==> config.mk <==
export PLATFORM = sky130hd
export DESIGN_NAME = inst_loader
export DESIGN_NICKNAME = d
export VERILOG_FILES = /design/src/rtl/inst_fmt_pkg.sv /design/src/rtl/inst_pack.sv /design/src/rtl/inst_loader.sv
export SDC_FILE = /design/constraint.sdc
export NUM_CORES = 1
export LEC_CHECK = 0
export BUFFER_PORTS_ARGS = -buffer_cell sky130_fd_sc_hd__buf_4
export CAP_MARGIN = 0
export CORE_ASPECT_RATIO = 0.8
export CORE_MARGIN = 10
export CORE_UTILIZATION = 30
export CTS_BUF_LIST = sky130_fd_sc_hd__clkbuf_4
export CTS_CLUSTER_DIAMETER = 80
export DETAILED_ROUTE_END_ITERATION = 8
export SLEW_MARGIN = 20
export SYNTH_ARGS = -nofsm -noshare
export SYNTH_HDL_FRONTEND = slang
export SYNTH_SLANG_ARGS = --single-unit
==> constraint.sdc <==
create_clock -name clk -period 1.7 [get_ports clk]
set_clock_uncertainty 0.05 [all_clocks]
set_input_delay 0.255 -clock clk [delete_from_list [all_inputs] [get_ports clk]]
set_output_delay 0.255 -clock clk [all_outputs]
set_load 0.05 [all_outputs]
==> src/rtl/inst_fmt_pkg.sv <==
// Instruction word format and loader state encoding, shared by the loader and the decode side.
package inst_fmt_pkg;

  localparam int unsigned INST_W   = 16;

  localparam int unsigned COND_W   = 2;
  localparam int unsigned OPCD_W   = 4;
  localparam int unsigned DEST_W   = 3;
  localparam int unsigned SRC_W    = 3;
  localparam int unsigned SRC2_W   = 4;

  localparam int unsigned COND_LSB = 14;
  localparam int unsigned OPCD_LSB = 10;
  localparam int unsigned DEST_LSB = 7;
  localparam int unsigned SRC_LSB  = 4;
  localparam int unsigned SRC2_LSB = 0;

  typedef enum logic [1:0] {
    IDLE = 2'd0,
    LOAD = 2'd1,
    DONE = 2'd2
  } ld_state_t;

  typedef struct packed {
    logic [COND_W-1:0] cond;
    logic [OPCD_W-1:0] opcd;
    logic [DEST_W-1:0] dest;
    logic [SRC_W-1:0]  source;
    logic [SRC2_W-1:0] source2;
  } inst_fields_t;

endpackage

==> src/rtl/inst_pack.sv <==
// Combinational packer: places each instruction field at its LSB position in the word.
module inst_pack
  import inst_fmt_pkg::*;
(
  input  inst_fields_t      fields,
  output logic [INST_W-1:0] word_c
);

  always_comb begin
    word_c = '0;
    word_c[COND_LSB +: COND_W] = fields.cond;
    word_c[OPCD_LSB +: OPCD_W] = fields.opcd;
    word_c[DEST_LSB +: DEST_W] = fields.dest;
    word_c[SRC_LSB  +: SRC_W]  = fields.source;
    word_c[SRC2_LSB +: SRC2_W] = fields.source2;
  end

endmodule

==> src/rtl/inst_loader.sv <==
// Streams instruction field sets into program memory, one registered write per accepted beat.
// Optional feature: define LOAD_CHECKSUM_EN to add a running XOR checksum output.
module inst_loader
  import inst_fmt_pkg::*;
#(
  parameter int unsigned DEPTH = 64,
  parameter int unsigned AW    = 6
) (
  input  logic              clk,
  input  logic              rst,
  input  logic              start,
  input  logic              in_valid,
  output logic              in_ready,
  input  logic              in_last,
  input  logic [COND_W-1:0] cond,
  input  logic [OPCD_W-1:0] opcd,
  input  logic [DEST_W-1:0] dest,
  input  logic [SRC_W-1:0]  source,
  input  logic [SRC2_W-1:0] source2,
  output logic              wr_en,
  output logic [AW-1:0]     wr_addr,
  output logic [INST_W-1:0] wr_data,
  output logic [AW:0]       count,
  output logic              busy,
  output logic              done
`ifdef LOAD_CHECKSUM_EN
  ,
  output logic [INST_W-1:0] checksum
`endif
);

  ld_state_t         state, state_nxt;
  logic              accept_c;
  logic              last_c;
  logic              session_start_c;
  logic [AW-1:0]     addr;
  inst_fields_t      fields;
  logic [INST_W-1:0] word_c;

  assign fields = '{cond: cond, opcd: opcd, dest: dest, source: source, source2: source2};

  inst_pack u_pack (
    .fields (fields),
    .word_c (word_c)
  );

  always_ff @(posedge clk or posedge rst) begin
    if (rst) state <= IDLE;
    else     state <= state_nxt;
  end

  // Session terminates on the in_last beat or on the beat that fills the last address.
  always_comb begin
    state_nxt       = state;
    accept_c        = 1'b0;
    last_c          = 1'b0;
    session_start_c = 1'b0;
    case (state)
      IDLE: begin
        if (start) begin
          state_nxt       = LOAD;
          session_start_c = 1'b1;
        end
      end
      LOAD: begin
        accept_c = in_valid & in_ready;
        last_c   = in_last | (addr == AW'(DEPTH - 1));
        if (accept_c && last_c) state_nxt = DONE;
      end
      DONE: begin
        if (start) begin
          state_nxt       = LOAD;
          session_start_c = 1'b1;
        end
      end
      default: state_nxt = IDLE;
    endcase
  end

  always_ff @(posedge clk or posedge rst) begin
    if (rst) begin
      in_ready <= 1'b0;
      busy     <= 1'b0;
      done     <= 1'b0;
      wr_en    <= 1'b0;
      wr_addr  <= '0;
      wr_data  <= '0;
      count    <= '0;
      addr     <= '0;
    end else begin
      in_ready <= (state_nxt == LOAD);
      busy     <= (state_nxt == LOAD);
      done     <= (state_nxt == DONE);
      wr_en    <= accept_c;
      if (session_start_c) begin
        addr  <= '0;
        count <= '0;
      end else if (accept_c) begin
        wr_addr <= addr;
        wr_data <= word_c;
        // Address holds at the top entry; only a new session brings it back to 0.
        if (addr != AW'(DEPTH - 1)) addr <= addr + AW'(1);
        if (count != (AW + 1)'(DEPTH)) count <= count + (AW + 1)'(1);
      end
    end
  end

`ifdef LOAD_CHECKSUM_EN
  always_ff @(posedge clk or posedge rst) begin
    if (rst)                   checksum <= '0;
    else if (session_start_c)  checksum <= '0;
    else if (accept_c)         checksum <= checksum ^ word_c;
  end
`endif

endmodule

==> results of run 1 <==
[state kept, by name, indices dropped and copies added (netlist names)]
| register | count |
|---|---|
| count | 7 |
| state | 2 |
| wr_addr | 6 |
| wr_en | 1 |
| wr_data | 16 |
| done | 1 |
| busy | 1 |
| addr | 6 |
[worst max-delay path, delay by kind of cell, from the launching register on]
kind,cells,cell delay [ns]
AO/OA/AOI/OAI,1,0.14
flip-flops,1,0.45
multiplexers,1,0.33
AND/OR/NAND/NOR,1,0.55
[cell usage in the layout, fill, tap and decap left out, drive strengths merged, types with 2 or more instances in the layout]
master  Yosys  layout
inv         9       9
o31ai       2       2
nand4       5       5
o32ai       2       2
mux2i       5       5
and3        3       3
nand3       3       3
dfrtp      40      40
a21oi       4       4
ha          3       3
o211ai      2       2
nand2      73      73
nand2b      2       2
a31oi       3       3
a311oi      2       2
clkinv      0       2
buf         5      61
clkbuf      3       5
o21ai       6       6
[area by class of cell]
| type | count | area [um2] | area share |
|---|---|---|---|
| clock buffer | 5 | 37.5 | 0.0158 |
| inverter | 9 | 33.8 | 0.0142 |
| timing repair buffer | 62 | 468 | 0.196 |
| clock inverter | 3 | 37.5 | 0.0158 |
| multi-input combinational | 128 | 702 | 0.295 |
| sequential | 40 | 1010 | 0.422 |
| tap | 78 | 97.6 | 0.0410 |
[per-layer routing]
layer,vias up,share of wire
li1,740,-
met1,677,0.50
met2,36,0.44
met3,5,0.050
met4,0,0.011
met5,-,0
[per-stage QoR]
stage	area [um2]	setup slack (ns)	total power, mW	hold WS [ns]
global placement	2300	0.122	3.85	0.384
global route	2380	0.0245	4.71	0.0243
CTS	2380	0.0554	4.48	0.0258
floorplan	1780	-0.0380	3.10	0.303
finish	2380	0.0613	4.41	0.0383
detailed placement	2300	0.0841	3.86	0.383
[cells by family after synthesis]
kind of cell | synth area share
and+or+nand+nor | 0.244
DFF | 0.563
AOI/OAI and AO/OA | 0.0950
buffers and inverters | 0.0422
muxes | 0.0345
adders and majority gates | 0.0211
[repair_timing]
action,in CTS,in global routing
gates resized for setup,0,0
hold buffers,1,0
endpoints found under the hold margin,32,0
[path summary, 6_finish.rpt]
check                      startpoint          end  slack, ns  depth (start not counted)
max reg2reg                  count[4]     count[1]       0.06                          3
min in group asynchronous         rst   wr_data[2]       0.54                          4
max in group asynchronous         rst     count[6]       0.68                          4
max                          count[4]     count[1]       0.06                          3
min reg2reg                wr_data[9]   wr_data[9]       0.44                          2
min                           cond[1]  wr_data[15]       0.04                          3
[power by group through the flow]
stage	clock, mW	sequential [mW]	combinational (mW)
floorplan	0	2.43	0.665
detailed placement	0	1.53	2.33
finish	0.607	1.51	2.29
global placement	0	1.53	2.32
CTS	0.635	1.51	2.34
global route	0.674	1.56	2.48
==> key figures, run 1 <==
Detailed routing
  – Drc violations: 0
  – WL final: 4510 um
  – Vias post-DR: 1,458
  – Vias per cell: 4.49
  – Antenna viol nets, final: 0
  – DR WL/cell: 13.9 um
  – DRT iter0 DRCs: 77
  – TritonRoute pass-1 iters: 4

Global routing
  – Total Routing Usage GR: 0.0961
  – GR Util met2: 0.148
  – Vias in the first global route: 1,448
  – Grt met1 use: 0.125
  – Met3 usage in global routing: 0.0276
  – Largest net degree at the start of global routing: 41
  – First-pass GRT wire length: 7380 um
  – Busiest grt layer: met2
  – Initial antenna violation count: 0
  – Gr ovfl total: 0

Worst setup path
  – Slowest-stage cell, CP: or4b_4
  – CP Data Arrival Time: 1.82 ns
  – Crit-path cells: or4b_4 -> o21ai_4 -> mux2_1
  – Max Fanout on Critical Path: 4
  – CP endpoint kind: flop
  – Worst path max stage delay: 0.55 ns
  – Critical path class: reg2reg
  – CP Data Required Time: 1.88 ns
  – Worst Setup Start Kind: flop

Pwr
  – Clock power share: 0.138
  – Int Pwr: 2.25 mW
  – Peak VDD IR: 0.778 mV
  – Net Sw Frac: 0.490
  – Psw: 2.16 mW
  – Comb pwr share: 0.520
  – Leakage: 1.24 nW
  – Part of the power in registers: 0.343
  – Pwr Density: 1850 nW/um2

Die
  – # IOs: 54
  – Die area: 9420 um2
  – Chip Width: 106 um
  – Die H: 88.9 um
  – Row count: 24
  – Starting density of the core: 0.318
  – Core Area: 5590 um2

Logic synthesis
  – EDFF count, synth: 0
  – Largest cells by area after synthesis: dfrtp_1 56%, nand2_1 15%, mux2i_1 2.8%
  – Cells after Synth: 185
  – Synth area leader: dfrtp_1
  – Synth top cells by count: 73 x nand2_1, 40 x dfrtp_1, 8 x inv_1
  – Leading register cell type out of synthesis: dfrtp_1
  – Sequential element share of the synthesized area: 0.563
  – Cell Area, Synth: 1780 um2
  – Synthesis-stage register bit count: 40
  – Ys Warns: 0
  – Synth Area per Inst: 9.61 um2
  – Most common cell in the netlist: nand2_1
  – Asr flop ratio synth: 1.00
  – Post-synth cell types: 35
  – Syn Nets: 209
  – Area share of the largest cell type after synthesis: 0.563

Timing
  – Final Setup Violations: 0
  – Setup_tns: 0 ns
  – Final period demand of the worst path: 1.64 ns
  – RSZ-0062 raised after global routing: false
  – Slew Limit Fails: 0
  – Fmax: 610 MHz
  – Final Cycle Share: 0.964
  – Slew at the pin closest to its max-slew limit: 0.527 ns
  – Slew HR: 0.649
  – Final Hold Vio Count: 0

Finish
  – Finished Layout Cells: 325
  – Share of cells above drive strength 1: 0.304
  – Final core occ: 0.427
  – Nets: 270
  – Diode count: 0
  – FILL cells: 581
  – Area Growth Syn to Fin: 34.0%

Clocking
  – H-tree levels: 2
  – Worst-Skew Late Latency: 0.34 ns
  – Post-CTS setup buffer count: 0
  – CTS Buf Count: 5
  – Root buffer cell: clkbuf_4
  – Longest Clk Path Bufs: 2
  – CTS tree: built
  – Reg clk slew, reported paths: 0.12 ns
  – CTS Sinks: 40

Run status
  – Outcome: finished clean

Placed design
  – Post-Place Cells: 316
  – GPL Wtd Cong: 0.733
  – Post-DP HPWL: 3320 um
  – PortBufs: 53

Run
  – Max Cap Viol: 0

Worst hold path
  – Type of the tightest min-delay check: in2reg
Power figures use the tool's default switching activity.
==> run 2, diff against run 1 <==
--- a/config.mk
+++ b/config.mk
@@ -13,6 +13,7 @@
 export CTS_BUF_LIST = sky130_fd_sc_hd__clkbuf_4
 export CTS_CLUSTER_DIAMETER = 80
 export DETAILED_ROUTE_END_ITERATION = 8
+export PLACE_DENSITY_LB_ADDON = 0.3
 export SLEW_MARGIN = 20
 export SYNTH_ARGS = -nofsm -noshare
 export SYNTH_HDL_FRONTEND = slang
==> run 2 against run 1 <==
  * Cell count increased by 0.62%
  * Die area unchanged
  * Critical endpoint unchanged
  * Hold slack gained 0.0016 ns
  * Highest routed layer unchanged
  * Core utilization grew 0.067 points
  * Critical path type unchanged
  * Clock power shrank 24%
  * Routed wire length shrank 1.1%
  * Clock-buffer cell count did not move
  * Flip-flop and latch count is the same
  * Register-to-register slack about the same
  * First-iteration DRC count decreased by 9.1%
==> key figures, run 2 (synthesis results as in run 1) <==
Timing
  – Hold Slack: 0.0399 ns
  – RSZ-0062 raised after global routing: false
  – Final period demand of the worst path: 1.64 ns
  – Final Cycle Share: 0.962
  – Slew at the pin closest to its max-slew limit: 0.510 ns
  – Final Setup Violations: 0
  – Slew Limit Fails: 0
  – Slew HR: 0.660
  – Final Hold Vio Count: 0
  – Fmax: 611 MHz

Clocking
  – Longest Clk Path Bufs: 2
  – Reg clk slew, reported paths: 0.12 ns
  – PostCTS Resize Cnt: 0
  – CTS Sinks: 40
  – H-tree levels: 2
  – Root buffer cell: clkbuf_4
  – CTS Buf Count: 5
  – Worst-Skew Late Latency: 0.34 ns
  – CTS tree: built

Worst setup path
  – Max Fanout on Critical Path: 4
  – CP Data Arrival Time: 1.82 ns
  – Cell count of the worst reg-to-reg path: 3
  – Reg-to-reg slack, setup: 0.06 ns
  – Worst Setup Start Kind: flop
  – CP endpoint kind: flop
  – CP Data Required Time: 1.88 ns
  – Critical path class: reg2reg

Die
  – Chip Width: 106 um
  – Row count: 24
  – Core Area: 5590 um2
  – Starting density of the core: 0.318
  – # IOs: 54
  – Die H: 88.9 um
  – Die area: 9420 um2

Worst hold path
  – Hold path depth: 3
  – Type of the tightest min-delay check: in2reg

Finish
  – Largest registers: wr_data: 16 flops, count: 7 flops
  – Share of cells above drive strength 1: 0.313
  – Area Growth Syn to Fin: 34.2%
  – Biggest register: wr_data
  – Commonest non-fill, non-tap cell in the layout: nand2_1
  – Nets: 272
  – Commonest non-fill, non-tap cells in the layout: 73 x nand2_1, 62 x buf_4, 36 x dfrtp_1
  – Diode count: 0
  – Max reg flops: 16
  – Final core occ: 0.427
  – Finished Layout Cells: 327

Pwr
  – Leakage: 1.24 nW
  – Peak VDD IR: 0.757 mV
  – Pwr Total: 4.31 mW
  – Pwr Density: 1810 nW/um2

Placed design
  – GPL Wtd Cong: 0.767
  – PortBufs: 53
  – Post-Place Cells: 318
  – Post-DP HPWL: 3310 um

Global routing
  – Gr ovfl total: 0
  – Initial antenna violation count: 0
  – First-pass GRT wire length: 7380 um
  – Total Routing Usage GR: 0.0982
  – Largest net degree at the start of global routing: 41
  – Vias in the first global route: 1,524

Detailed routing
  – TritonRoute pass-1 iters: 4
  – Vias per cell: 4.55
  – DR WL/cell: 13.6 um
  – Drc violations: 0
  – Antenna viol nets, final: 0
  – Vias post-DR: 1,488
  – WL final: 4460 um
  – DRT iter0 DRCs: 70

Run status
  – Outcome: finished clean

Run
  – Max Cap Viol: 0
[run 2: worst paths after layout]
check | from | to
max in group asynchronous | rst | count[5]
worst max register to register | count[4] | count[1]
worst min register to register | wr_addr[2] | wr_addr[2]
worst min-delay path | source2[1] | wr_data[1]
min in group asynchronous | rst | wr_en
worst max-delay path | count[4] | count[1]
[run 2: cell type report]
cell class	instances	area [um2]
well taps	78	97.6
repair buffers	64	495
fillers	580	3200
clock buffers	5	37.5
flip-flops and latches	40	1010
inverters	9	33.8
multi-input cells	128	702
clock inverters	3	13.8
[run 2: per-stage QoR]
stage	worst slack [ns]	setup TNS [ns]	cell area (um2)
2_1_floorplan	-0.0380	-0.0380	1780
3_3_place_gp	0.111	0	2320
3_5_place_dp	0.0867	0	2320
4_1_cts	0.0619	0	2390
5_1_grt	0.0254	0	2390
6_report	0.0642	0	2390
[run 2: layer usage]
layer,part of all wire,routed length [um],global-route usage
met3,0.063,283,0.0363
met1,0.48,2120,0.124
met2,0.45,2000,0.147
met5,0,0,0
met4,0.014,62,0.0442
[run 2: critical path, cell delays in order, from the launching register on]
cell	delay (ns)
dfrtp_2	0.45
or4b_4	0.55
o21ai_4	0.14
mux2_1	0.33
[run 2: timing repair]
action                    in CTS  in global routing
hold endpoints to repair      40                  0
buffers inserted               0                  0
hold buffers                   1                  0
[run 2: report_power, final]
group | total (mW) | leakage, nW | internal [mW] | switching (mW)
registers | 1.48 | 0.513 | 1.26 | 0.224
logic | 2.37 | 0.696 | 0.734 | 1.63
clock network | 0.461 | 0.0324 | 0.152 | 0.309
